### src/rtl/beep_driver.sv
// -----------------------------------------------------------------------------
// beep_driver
//
// Purpose:
//    Plays a burst of 1..15 beeps on a piezo buzzer for each accepted request.
//    Each beep is an ON phase of ON_CYCLES clocks with a square-wave tone of
//    half-period TONE_DIV. Consecutive beeps are separated by a silent OFF
//    phase of OFF_CYCLES clocks. There is no OFF gap after the last beep. A
//    one-cycle done pulse marks the end of the burst.
//
// Parameters:
//    TONE_DIV    tone half-period in clk cycles        (2..65535)
//    ON_CYCLES   length of one beep in clk cycles      (2..2^24-1)
//    OFF_CYCLES  silent gap between beeps in clk cycles (2..2^24-1)
//
// Ports:
//    clk            system clock, rising edge
//    reset          asynchronous, active-high reset
//    req_i          beep request, one-cycle pulse
//    count_i        number of beeps, sampled when req_i is accepted
//    abort_i        (BEEP_ABORT_EN only) cancels a running burst
//    buzzer_o       square-wave drive to the piezo
//    beep_active_o  high on every ON-phase cycle (LED mirror)
//    busy_o         high in the ON and OFF states
//    done_o         one-cycle pulse when a burst ends
//
// Configuration:
//    BEEP_ABORT_EN  when defined, adds abort_i. Asserting abort_i during ON or
//                   OFF returns the block to IDLE on the next cycle and
//                   produces a done pulse. The default build has no abort
//                   port and always runs a burst to completion.
// -----------------------------------------------------------------------------
module beep_driver #(
   parameter int unsigned TONE_DIV   = 25000,
   parameter int unsigned ON_CYCLES  = 10000000,
   parameter int unsigned OFF_CYCLES = 10000000
) (
   input  logic       clk,
   input  logic       reset,
   input  logic       req_i,
   input  logic [3:0] count_i,
`ifdef BEEP_ABORT_EN
   input  logic       abort_i,
`endif
   output logic       buzzer_o,
   output logic       beep_active_o,
   output logic       busy_o,
   output logic       done_o
);

   // Terminal values of the phase and tone counters. Counters run from 0 up to
   // these values, so a phase of N cycles ends when the counter reads N-1.
   localparam logic [23:0] ON_LAST   = 24'(ON_CYCLES - 1);
   localparam logic [23:0] OFF_LAST  = 24'(OFF_CYCLES - 1);
   localparam logic [15:0] TONE_LAST = 16'(TONE_DIV - 1);

   typedef enum logic [1:0] {
      IDLE = 2'd0,
      ON   = 2'd1,
      OFF  = 2'd2
   } state_t;

   state_t      state_q, state_d;
   logic [23:0] phaseCnt_q, phaseCnt_d;
   logic [15:0] toneCnt_q, toneCnt_d;
   logic [3:0]  remaining_q, remaining_d;
   logic        buzzer_q, buzzer_d;
   logic        beepActive_q, beepActive_d;
   logic        busy_q, busy_d;
   logic        done_q, done_d;

   // Next-state and next-output logic. All outputs are computed here for the
   // cycle after the edge and held in flops, so every output is glitch-free
   // and describes the state the FSM is entering. done defaults to 0 so it is
   // a single-cycle pulse. A request in IDLE is accepted even in the done
   // cycle, which allows back-to-back bursts with no dead cycle.
   always_comb begin
      state_d      = state_q;
      phaseCnt_d   = phaseCnt_q;
      toneCnt_d    = toneCnt_q;
      remaining_d  = remaining_q;
      buzzer_d     = buzzer_q;
      beepActive_d = beepActive_q;
      busy_d       = busy_q;
      done_d       = 1'b0;

      case (state_q)
         IDLE: begin
            if (req_i && (count_i != 4'd0)) begin
               state_d      = ON;
               phaseCnt_d   = 24'd0;
               toneCnt_d    = 16'd0;
               remaining_d  = count_i;
               buzzer_d     = 1'b0;
               beepActive_d = 1'b1;
               busy_d       = 1'b1;
            end
         end

         ON: begin
            if (phaseCnt_q == ON_LAST) begin
               phaseCnt_d   = 24'd0;
               toneCnt_d    = 16'd0;
               buzzer_d     = 1'b0;
               beepActive_d = 1'b0;
               if (remaining_q > 4'd1) begin
                  state_d     = OFF;
                  remaining_d = remaining_q - 4'd1;
                  busy_d      = 1'b1;
               end else begin
                  state_d     = IDLE;
                  remaining_d = 4'd0;
                  busy_d      = 1'b0;
                  done_d      = 1'b1;
               end
            end else begin
               phaseCnt_d = phaseCnt_q + 24'd1;
               if (toneCnt_q == TONE_LAST) begin
                  toneCnt_d = 16'd0;
                  buzzer_d  = ~buzzer_q;
               end else begin
                  toneCnt_d = toneCnt_q + 16'd1;
               end
            end
         end

         OFF: begin
            if (phaseCnt_q == OFF_LAST) begin
               state_d      = ON;
               phaseCnt_d   = 24'd0;
               toneCnt_d    = 16'd0;
               buzzer_d     = 1'b0;
               beepActive_d = 1'b1;
            end else begin
               phaseCnt_d = phaseCnt_q + 24'd1;
            end
         end

         default: begin
            state_d      = IDLE;
            phaseCnt_d   = 24'd0;
            toneCnt_d    = 16'd0;
            remaining_d  = 4'd0;
            buzzer_d     = 1'b0;
            beepActive_d = 1'b0;
            busy_d       = 1'b0;
         end
      endcase

`ifdef BEEP_ABORT_EN
      // Abort overrides everything above, including a request in the same
      // cycle. It only has an effect while a burst is running.
      if (abort_i && (state_q != IDLE)) begin
         state_d      = IDLE;
         phaseCnt_d   = 24'd0;
         toneCnt_d    = 16'd0;
         remaining_d  = 4'd0;
         buzzer_d     = 1'b0;
         beepActive_d = 1'b0;
         busy_d       = 1'b0;
         done_d       = 1'b1;
      end
`endif
   end

   // State and output registers. Reset clears everything immediately. It does
   // not produce a done pulse, so an interrupted burst ends silently.
   always_ff @(posedge clk or posedge reset) begin
      if (reset) begin
         state_q      <= IDLE;
         phaseCnt_q   <= 24'd0;
         toneCnt_q    <= 16'd0;
         remaining_q  <= 4'd0;
         buzzer_q     <= 1'b0;
         beepActive_q <= 1'b0;
         busy_q       <= 1'b0;
         done_q       <= 1'b0;
      end else begin
         state_q      <= state_d;
         phaseCnt_q   <= phaseCnt_d;
         toneCnt_q    <= toneCnt_d;
         remaining_q  <= remaining_d;
         buzzer_q     <= buzzer_d;
         beepActive_q <= beepActive_d;
         busy_q       <= busy_d;
         done_q       <= done_d;
      end
   end

   assign buzzer_o      = buzzer_q;
   assign beep_active_o = beepActive_q;
   assign busy_o        = busy_q;
   assign done_o        = done_q;

endmodule

### config.mk
export PLATFORM = sky130hd
export DESIGN_NAME = beep_driver
export DESIGN_NICKNAME = d
export VERILOG_FILES = /design/src/rtl/beep_driver.sv
export SDC_FILE = /design/constraint.sdc
export NUM_CORES = 1
export LEC_CHECK = 0
export BUFFER_PORTS_ARGS = -buffer_cell sky130_fd_sc_hd__buf_4
export CAP_MARGIN = 20
export CELL_PAD_IN_SITES_DETAIL_PLACEMENT = 1
export CELL_PAD_IN_SITES_GLOBAL_PLACEMENT = 1
export CORE_UTILIZATION = 48
export DETAILED_ROUTE_END_ITERATION = 10
export PLACE_DENSITY = 0.76
export SLEW_MARGIN = 20
export SYNTH_ARGS = -nofsm -noshare
export SYNTH_HDL_FRONTEND = slang
export SYNTH_SLANG_ARGS = --single-unit
export TNS_END_PERCENT = 30
### constraint.sdc
create_clock -name clk -period 2.84 [get_ports clk]
set_input_delay 0.142 -clock clk [delete_from_list [all_inputs] [get_ports clk]]
set_output_delay 0.142 -clock clk [all_outputs]
set_load 0.01 [all_outputs]
==> impl_metrics.tcl, run 1 <==
set metrics [dict create \
    status "completed" \
    synth_area_mm2 0.00281 \
    synth_common_cells "dfrtp_1 (50), nor2_1 (34), a21oi_1 (18), nand2_1 (18), nand3_1 (18)" \
    final_util_pct 56.3 \
    hold_violations 0 \
    grt.overflow.total 0 \
    stdcell_area_mm2 0.00314 \
    syn_avg_cell_area_um2 9.60 \
    cts_tree "built" \
    cts_made_buffers 5 \
    die_x_um 78.5 \
    p_leak_uw 0.00140 \
    cp_max_fo 25 \
    max_freq_ghz 0.410 \
    path_buf_inv 0 \
    critPathLaunchType "register" \
    drt-vias-per-instance 5.96 \
    synth_edf_count 0 \
    dp_hpwl_mm 4.88 \
    hold_path.class "in2reg" \
    cts_root_buffer "clkbuf_8" \
    dieArea_mm2 0.00617 \
    clkSinkCount 50 \
    maxSlewHeadroom_pct 47.3 \
    p_per_area_mw_per_mm2 428 \
    gp_congestion 0.785 \
    syn-num-nets 308 \
    vias 2276 \
    skew_ns 0.0122 \
    cp_data_arrival_time_ns 2.68 \
    synthArstFlopShare_pct 100 \
    yosysUniqueCellTypes 46 \
    required_ns 3.08 \
    fin_crit_sh_pct 85.9 \
    maxCapViolCount 0 \
    grt.total_usage_pct 25.6 \
    htreeDepth 2 \
    end_kind "register" \
    drive_gt1_share_pct 14.2 \
    fill_cells 655 \
    cts_setup_buffers 0 \
    min_period_ns 2.44 \
    first_pass_iters 4 \
    yosysWarnings 0 \
    yosysTopAreaCell "dfrtp_1" \
    grt_pass1_wl_mm 12.3 \
    clk_pin_slew_ns 0.10 \
    nets 324 \
    grt_max_degree 26 \
    ctsLongestPathBuffers 2 \
    drv_slew 0 \
    drc 0 \
    initial_core_util_pct 50.4 \
    dpl-instance-area_mm2 0.00299 \
    ant_nets 0 \
    grt_pass1_vias 2538 \
    grt_setup_unrepaired "false" \
    yosys.area.top_type_share_pct 44.5 \
    critPathTopFamily "simple AND/OR/NAND/NOR gates" \
    ys_ff_latch 50 \
    slowest_delay_ns 0.56 \
    crit_type "reg2reg" \
    synthTopCellsByArea "dfrtp_1 (45%), xor2_1 (5.3%), nor2_1 (4.5%)" \
    fp.coreArea_mm2 0.00557 \
    num_antenna_cells 0 \
    drt-total-wl_mm 6.87 \
    max-vdd-ir-drop_mv 0.286 \
    synth.most_common_cell "dfrtp_1" \
    antenna_found_initial 0 \
    drt_iter0_drc 41 \
    synthCells 293 \
    fp-row-count 27 \
    ios 11 \
    port_buffers 10 \
    clk_latency_ns 0.31 \
    cp_cell_sequence "or4_4, or3_4, o21a_4, or4_1, a21oi_1" \
    crit_slowest_cell "or4_4" \
    area_delta_synth_final_pct 11.6 \
    worst_pin_slew_ns 0.790 \
    dieHeight_um 78.5 \
    fin_tns_setup_ns 0 \
    wl_per_cell_um 18.0 \
    yosys_most_used_dff "dfrtp_1" \
    ys_seq_area_share_pct 44.5 \
    setup_viol 0 \
]
metrics by stage:
stage	cells	hold WS (ns)	power (uW)	worst slack, ns
floorplan	293	0.327	737	0.540
global placement	373	0.165	753	0.492
detailed placement	373	0.157	753	0.425
CTS	382	0.130	1360	0.369
global route	382	0.155	1390	0.333
finish	382	0.130	1340	0.401
placed cells by master (no fill, tap or decap), drive strengths merged, types with 9 or more instances in the layout:
cell and count:
a21oi 21, and3 9, buf 19, dfrtp 50, nand2 18, nand3 18, nand4 11, nor2 34
o21ai 10, o31ai 9, or4 10, xor2 17
sequential cells by signal, summed over array words and instances (netlist names):
name / cells
beep_active_o: 1
busy_o: 1
buzzer_o: 1
done_o: 1
phaseCnt_q: 24
remaining_q: 4
state_q: 2
toneCnt_q: 16
worst register-to-register path, delay by kind of cell, from the launching register on:
kind,cells,cell delay [ns]
AO/OA/AOI/OAI,2,0.47
flip-flops,1,0.44
AND/OR/NAND/NOR,3,1.47
layer usage:
| metal | GRT usage, % | share of wire, % | vias up |
|---|---|---|---|
| li1 | - | - | 1100 |
| met1 | 30.2 | 45 | 1160 |
| met2 | 47.8 | 52 | 11 |
| met3 | 4.19 | 1.6 | 5 |
| met4 | 5.74 | 0.83 | 0 |
| met5 | 0 | 0 | - |
cells by family (layout without fill, tap and decap cells):
group / count (synthesis) / in the layout / synth area share (%)
fa+ha+maj: 8 / 8 / 3.56
mux: 10 / 10 / 3.78
flops: 50 / 50 / 44.5
buf+inv: 19 / 36 / 2.98
xor+xnor: 19 / 19 / 5.92
simple gates: 132 / 132 / 26.3
compound gates: 55 / 55 / 13.0
power breakdown:
group	internal [uW]	switching, uW	total [uW]	leakage, uW
Combinational	9.46	18.6	28.1	0.000673
Sequential	711	0	711	0.000658
Clock	353	250	603	0.0000683
layout make-up:
| class | count | area (um2) | area share [%] |
|---|---|---|---|
| clock buffers | 5 | 68.8 | 2.19 |
| repair buffers | 20 | 153 | 4.86 |
| well taps | 72 | 90.1 | 2.87 |
| multi-input cells | 224 | 1480 | 47.0 |
| inverters | 8 | 30.0 | 0.957 |
| clock inverters | 3 | 68.8 | 2.19 |
| flip-flops and latches | 50 | 1250 | 39.9 |
timing repair:
item | in CTS | in global routing
gates resized for setup | 0 | 0
hold endpoints to repair | 17 | 0
hold buffers | 1 | 0
worst paths after layout:
kind	start	end	slack, ns	cells past startpoint
min in group asynchronous	reset	toneCnt_q[8]$_DFFE_PP0P_	0.36	3
setup reg to reg	phaseCnt_q[16]$_DFFE_PP0P_	toneCnt_q[13]$_DFFE_PP0P_	0.40	5
hold reg to reg	buzzer_o$_DFFE_PP0P_	buzzer_o$_DFFE_PP0P_	0.48	1
hold / removal	count_i[0]	remaining_q[0]$_DFFE_PP0P_	0.13	3
max in group asynchronous	reset	phaseCnt_q[1]$_DFFE_PP0P_	1.85	4
setup / recovery	phaseCnt_q[16]$_DFFE_PP0P_	toneCnt_q[13]$_DFFE_PP0P_	0.40	5
(Power assumes the default switching activity.)
==> inputs of run 2 (changes only) <==
--- a/config.mk
+++ b/config.mk
@@ -5,14 +5,15 @@
 export SDC_FILE = /design/constraint.sdc
 export NUM_CORES = 1
 export LEC_CHECK = 0
+export ABC_AREA = 1
 export BUFFER_PORTS_ARGS = -buffer_cell sky130_fd_sc_hd__buf_4
 export CAP_MARGIN = 20
 export CELL_PAD_IN_SITES_DETAIL_PLACEMENT = 1
 export CELL_PAD_IN_SITES_GLOBAL_PLACEMENT = 1
-export CORE_UTILIZATION = 48
+export CORE_UTILIZATION = 45
+export CTS_CLUSTER_DIAMETER = 100
 export DETAILED_ROUTE_END_ITERATION = 10
-export PLACE_DENSITY = 0.76
-export SLEW_MARGIN = 20
+export PLACE_DENSITY = 0.77
 export SYNTH_ARGS = -nofsm -noshare
 export SYNTH_HDL_FRONTEND = slang
 export SYNTH_SLANG_ARGS = --single-unit
==> run 2 against run 1 <==
Compared with the run above: final cell count is 63% higher; synthesized cell count rose by 75%; cell area grew 18%; power is 68% higher; synthesized area increased by 23%; routed wire length increased by 39%; worst hold slack improved by 0.052 ns; combinational power grew to 31 times the previous value; die area increased by 30%; worst setup slack improved by 0.39 ns; clock skew fell by 0.00081 ns; via count rose by 47%.
==> impl_metrics.tcl, run 2 <==
set metrics [dict create \
    initial_core_util_pct 47.0 \
    path_buf_inv 2 \
    drv_slew 0 \
    r2r_end "phaseCnt_q[20]$_DFFE_PP0P_" \
    yosysWarnings 0 \
    required_ns 3.01 \
    yosys_most_used_dff "dfrtp_1" \
    synth_edf_count 0 \
    ios 11 \
    largestRegisters "phaseCnt_q (24), toneCnt_q (16), remaining_q (4)" \
    grt.overflow.total 0 \
    regMostFlops "phaseCnt_q" \
    crit_slowest_cell "a21oi_4" \
    vias 3354 \
    drive_gt1_share_pct 7.66 \
    drt_iter0_drc 191 \
    final_cell_mix "nand2_1 (141), nor2_1 (92), nand3_1 (65)" \
    skew_ns 0.0114 \
    post_cts_resized 0 \
    p_per_area_mw_per_mm2 611 \
    hold_ws_ns 0.183 \
    final_util_pct 50.5 \
    ys_seq_area_share_pct 36.3 \
    first_pass_iters 4 \
    synthTopCellsByArea "dfrtp_1 (36%), nand2_1 (15%), nor2_1 (10%)" \
    critPathLaunchType "register" \
    cts_root_buffer "clkbuf_8" \
    cts_made_buffers 5 \
    maxSlewHeadroom_pct 61.5 \
    power_uw 2260 \
    largest_reg_flops 24 \
    port_buffers 10 \
    p_leak_uw 0.00169 \
    layout_commonest_cell "nand2_1" \
    synthCells 512 \
    dieArea_mm2 0.00801 \
    min_path_cells 3 \
    slowest_delay_ns 0.56 \
    htreeDepth 2 \
    clk_pin_slew_ns 0.10 \
    reg2reg_depth 6 \
    whs_endpoint "remaining_q[3]$_DFFE_PP0P_" \
    yosysUniqueCellTypes 31 \
    critPathTopFamily "compound AO/OA/AOI/OAI gates" \
    grt_pass1_vias 3326 \
    drt-total-wl_mm 9.55 \
    fin_tns_setup_ns 0 \
    yosysTopAreaCell "dfrtp_1" \
    cp_max_fo 19 \
    area_delta_synth_final_pct 7.37 \
    cts_tree "built" \
    ant_nets 0 \
    syn-num-nets 527 \
    clk_latency_ns 0.31 \
    layout_setup_ws_ns 0.790 \
    clkSinkCount 50 \
    min-delay-start "count_i[3]" \
    synth_area_mm2 0.00345 \
    nets 536 \
    r2r_slack_ns 0.79 \
    fp.coreArea_mm2 0.00733 \
    crit_type "reg2reg" \
    hold_violations 0 \
    min_period_ns 2.05 \
    drt-vias-per-instance 5.40 \
    synthArstFlopShare_pct 100 \
    synth_common_cells "nand2_1 (141), nor2_1 (92), nand3_1 (65)" \
    dieHeight_um 89.5 \
    grt_pass1_wl_mm 15.7 \
    die_x_um 89.5 \
    fp-row-count 31 \
    synth.most_common_cell "nand2_1" \
    ctsLongestPathBuffers 2 \
    place_ws_ns 0.807 \
    cp_data_arrival_time_ns 2.22 \
    gp_congestion 0.855 \
    end_kind "register" \
    wl_per_cell_um 15.4 \
    dp_hpwl_mm 7.21 \
    grt.total_usage_pct 25.9 \
    yosys.area.top_type_share_pct 36.3 \
    status "completed" \
    hold_path.class "in2reg" \
    grt_max_degree 35 \
    maxCapViolCount 0 \
    fin_crit_sh_pct 72.2 \
    max-vdd-ir-drop_mv 0.553 \
    max_freq_ghz 0.488 \
    grt_setup_unrepaired "false" \
    drc 0 \
    ys_ff_latch 50 \
    syn_avg_cell_area_um2 6.73 \
    worstReg2RegStart "state_q[0]$_DFFE_PP0P_" \
    worst_pin_slew_ns 0.576 \
    setup_viol 0 \
    num_antenna_cells 0 \
    cp_cell_sequence "inv_1, ha_1, nand2_1, clkinv_1, a21oi_4, nor2_1" \
    antenna_found_initial 0 \
]
==> run 2: changes by cell type after synthesis, moves of 6 or more <==
cell     previous run  this run
a21oi_1            18         2
and3_1              9         1
inv_1               8        54
nand2_1            18       141
nand3_1            18        65
nand4_1            11        25
nor2_1             34        92
nor2_2              0         6
o31ai_1             9         0
or4_1               7         0
==> run 2: power breakdown <==
group / internal [uW] / switching, uW
clock: 260 / 250
sequential: 797 / 78.4
combinational: 260 / 615
==> run 2: layer usage <==
metal  vias up  routed length [um]  global-route usage, %
met2        37                4480                   43.5
met1      1651                4780                   35.8
li1       1660                   -                      -
met3         6                 221                   3.14
met5         -                   0                      0
met4         0                  69                   5.48
==> run 2: kinds of logic (layout without fill, tap and decap cells) <==
| group | Yosys count | after routing | share of synthesized area [%] |
|---|---|---|---|
| compound gates | 29 | 29 | 5.45 |
| xor+xnor | 16 | 16 | 4.07 |
| fa+ha+maj | 8 | 8 | 2.90 |
| buf+inv | 69 | 79 | 8.71 |
| flops | 50 | 50 | 36.3 |
| simple gates | 340 | 340 | 42.6 |
==> run 2: tightest hold or removal path, stage by stage <==
cell and delay (ns):
buf_4 0.08, a22oi_1 0.08, o21ai_0 0.14
==> run 2: worst max-delay path by stage <==
stage               depth (start not counted)                          to                       from
global route                                6  phaseCnt_q[20]$_DFFE_PP0P_     state_q[0]$_DFFE_PP0P_
global placement                           10    toneCnt_q[1]$_DFFE_PP0P_  phaseCnt_q[0]$_DFFE_PP0P_
floorplan                                   7  phaseCnt_q[15]$_DFFE_PP0P_     state_q[0]$_DFFE_PP0P_
detailed placement                          6  phaseCnt_q[22]$_DFFE_PP0P_     state_q[0]$_DFFE_PP0P_
finish                                      6  phaseCnt_q[20]$_DFFE_PP0P_     state_q[0]$_DFFE_PP0P_
CTS                                         6  phaseCnt_q[20]$_DFFE_PP0P_     state_q[0]$_DFFE_PP0P_
==> run 2: timing repair <==
action | CTS | global route
endpoints found under the hold margin | 16 | 0
setup endpoints to repair | 0 | 0
setup buffers | 0 | 0
hold buffers | 1 | 0
==> run 2: layout make-up <==
cell class	count	area, um2
Clock buffer	5	68.8
Clock inverter	3	40.0
Fill cell	981	3630
Inverter	57	214
Multi-Input combinational cell	393	1890
Sequential cell	50	1250
Tap cell	99	124
Timing Repair Buffer	14	108
==> run 2: through the flow <==
stage	instance area [um2]	cells
2_1_floorplan	3450	512
3_3_place_gp	3580	612
3_5_place_dp	3580	612
4_1_cts	3700	621
5_1_grt	3700	621
6_report	3700	621
==> inputs of run 3 (changes only) <==
--- a/config.mk
+++ b/config.mk
@@ -10,10 +10,10 @@
 export CAP_MARGIN = 20
 export CELL_PAD_IN_SITES_DETAIL_PLACEMENT = 1
 export CELL_PAD_IN_SITES_GLOBAL_PLACEMENT = 1
-export CORE_UTILIZATION = 45
+export CORE_UTILIZATION = 41
 export CTS_CLUSTER_DIAMETER = 100
 export DETAILED_ROUTE_END_ITERATION = 10
-export PLACE_DENSITY = 0.77
+export PLACE_DENSITY = 0.73
 export SYNTH_ARGS = -nofsm -noshare
 export SYNTH_HDL_FRONTEND = slang
 export SYNTH_SLANG_ARGS = --single-unit
==> constraint.sdc (replaced) <==
create_clock -name clk -period 1.67 [get_ports clk]
set_input_delay 0.0835 -clock clk [delete_from_list [all_inputs] [get_ports clk]]
set_output_delay 0.0835 -clock clk [all_outputs]
set_load 0.01 [all_outputs]
==> run 3 against run 2 <==
Compared with the run above: critical endpoint is now phaseCnt_q[10]$_DFFE_PP0P_; die area is 9.5% higher; sequential cell count stayed put; largest power group is now combinational cells; core utilization is 3.3 points higher; worst setup slack worse by 0.86 ns; worst hold slack worse by 0.081 ns; sequential share of layout area is 5.1 points lower; non-clock buffer count is 50 higher; final cell count is 9.0% higher; highest routed layer unchanged; count of clock-buffer cells in the layout is 1 higher; cell area is 19% higher; the flow now finishes with violations (setup timing); via count is 8.1% higher; power is 130% higher.
==> impl_metrics.tcl, run 3 (same netlist as run 2, synthesis figures left out) <==
set metrics [dict create \
    fill_cells 1061 \
    worstReg2RegStart "phaseCnt_q[16]$_DFFE_PP0P_" \
    min_period_ns 1.74 \
    fin_tns_setup_ns -1.08 \
    grt_setup_unrepaired "true" \
    p_int_uw 3080 \
    initial_core_util_pct 42.1 \
    worst_pin_slew_ns 0.334 \
    largestRegisters "phaseCnt_q (24), toneCnt_q (16), remaining_q (4)" \
    grt.overflow.total 0 \
    die_x_um 93.7 \
    crit_type "reg2reg" \
    final_util_pct 53.8 \
    p_per_area_mw_per_mm2 1160 \
    ant_nets 0 \
    area_delta_synth_final_pct 27.6 \
    cts_root_buffer "clkbuf_8" \
    grt.total_usage_pct 26.9 \
    wl_per_cell_um 17.1 \
    dp_hpwl_mm 8.02 \
    ctsLongestPathBuffers 2 \
    cp_max_fo 5 \
    setup_viol 19 \
    violations "setup timing" \
    fp.coreArea_mm2 0.00818 \
    drv_slew 0 \
    num_antenna_cells 0 \
    regMostFlops "phaseCnt_q" \
    p_switching_uw 2010 \
    drt-vias-per-instance 5.35 \
    ios 11 \
    clk_pin_slew_ns 0.11 \
    critPathLaunchType "register" \
    required_ns 1.88 \
    max_freq_ghz 0.573 \
    htreeDepth 2 \
    min-delay-start "count_i[2]" \
    timing.critical_path.from "phaseCnt_q[16]$_DFFE_PP0P_" \
    grt_pass1_wl_mm 18.1 \
    status "finished, violations left" \
    dieHeight_um 93.7 \
    clkSinkCount 50 \
    drt_iter0_drc 169 \
    seqPwrFrac_pct 29.3 \
    gp_congestion 0.893 \
    drt-total-wl_mm 11.6 \
    multiInputGateArea_mm2 0.00204 \
    skew_ns 0.00888 \
    clk_latency_ns 0.32 \
    drive_gt1_share_pct 21.5 \
    maxCapViolCount 0 \
    max-vdd-ir-drop_mv 1.04 \
    ff_latch_area_mm2 0.00126 \
    maxSlewHeadroom_pct 77.7 \
    drc 0 \
    fp-row-count 33 \
    layout_commonest_cell "nand2_1" \
    largest_reg_flops 24 \
    layout_setup_ws_ns -0.0738 \
    grt_pass1_vias 3689 \
    cts_tree "built" \
    clkPwrFrac_pct 21.8 \
    hold_violations 0 \
    end_kind "register" \
    cts_made_buffers 5 \
    cp_data_arrival_time_ns 1.96 \
    nets 586 \
    fin_crit_sh_pct 104 \
    hold_path.class "in2reg" \
    p_comb_share_pct 48.9 \
    grt_max_degree 51 \
    first_pass_iters 4 \
    final_cell_mix "nand2_1 (138), nor2_1 (80), nand3_1 (59)" \
    dieArea_mm2 0.00878 \
    antenna_found_initial 0 \
    p_leak_uw 0.00202 \
    port_buffers 10 \
    swShare_pct 39.5 \
    vias 3625 \
    place_ws_ns -0.151 \
]
[run 3: changes by cell type in the layout (fill, tap and decap cells not counted), moves of 5 or more]
| cell | previous run | this run |
|---|---|---|
| nand3_2 | 0 | 6 |
| nand3_1 | 65 | 59 |
| buf_4 | 13 | 52 |
| nor2_1 | 92 | 80 |
| dfrtp_2 | 0 | 9 |
| nor2_2 | 6 | 11 |
| dfrtp_1 | 50 | 41 |
| nor2_4 | 0 | 7 |
[run 3: metrics by stage]
step / instances / hold WS [ns] / cell area, um2 / total power [uW]
floorplan: 512 / 0.301 / 3450 / 2670
global placement: 652 / 0.166 / 3880 / 3250
detailed placement: 652 / 0.174 / 3880 / 3340
CTS: 663 / 0.110 / 4080 / 4540
global route: 677 / 0.143 / 4400 / 5360
finish: 677 / 0.101 / 4400 / 5090
[run 3: final timing paths]
check                                             end  slack, ns  depth (start not counted)
setup / recovery           phaseCnt_q[10]$_DFFE_PP0P_      -0.07                         10
hold / removal             remaining_q[2]$_DFFE_PP0P_       0.10                          3
setup reg to reg           phaseCnt_q[10]$_DFFE_PP0P_      -0.07                         10
hold reg to reg            remaining_q[1]$_DFFE_PP0P_       0.52                          2
max in group asynchronous   phaseCnt_q[5]$_DFFE_PP0P_       1.02                          4
min in group asynchronous            done_o$_DFF_PP0_       0.35                          4
[run 3: repair_timing]
item	4_1_cts	5_1_grt
hold buffers	1	0
setup endpoints to repair	36	45
hold endpoints to repair	50	0
buffers inserted	2	10
pin swaps	1	6
resized for setup	9	43
gates cloned	0	4
[run 3: power by group through the flow]
stage               clock network [uW]  registers [uW]  logic, uW
global placement                     0            1490       1760
detailed placement                   0            1500       1840
global route                      1170            1510       2690
CTS                               1120            1480       1930
finish                            1110            1490       2490
floorplan                            0            1500       1170
[run 3: critical path: stages, from the launching register on]
cell,delay [ns]
dfrtp_1,0.43
inv_1,0.12
nand2_1,0.07
nor2_1,0.11
nand2_1,0.14
nor2_4,0.15
nand2_4,0.09
a21oi_4,0.18
buf_12,0.15
clkbuf_16,0.15
nor2_1,0.04
[run 3: final cells by class]
class	count	area share, %
Tap cell	105	2.99
Multi-Input combinational cell	393	46.3
Sequential cell	50	28.7
Timing Repair Buffer	64	13.7
Clock buffer	6	1.88
Clock inverter	2	1.37
Inverter	57	5.04
[run 3: metal layers]
layer	vias to the layer above	share of wire [%]	global-route usage [%]
li1	1760	-	-
met1	1780	46	36.7
met2	74	48	45.2
met3	11	4.4	3.72
met4	0	1.1	5.64
met5	-	0	0
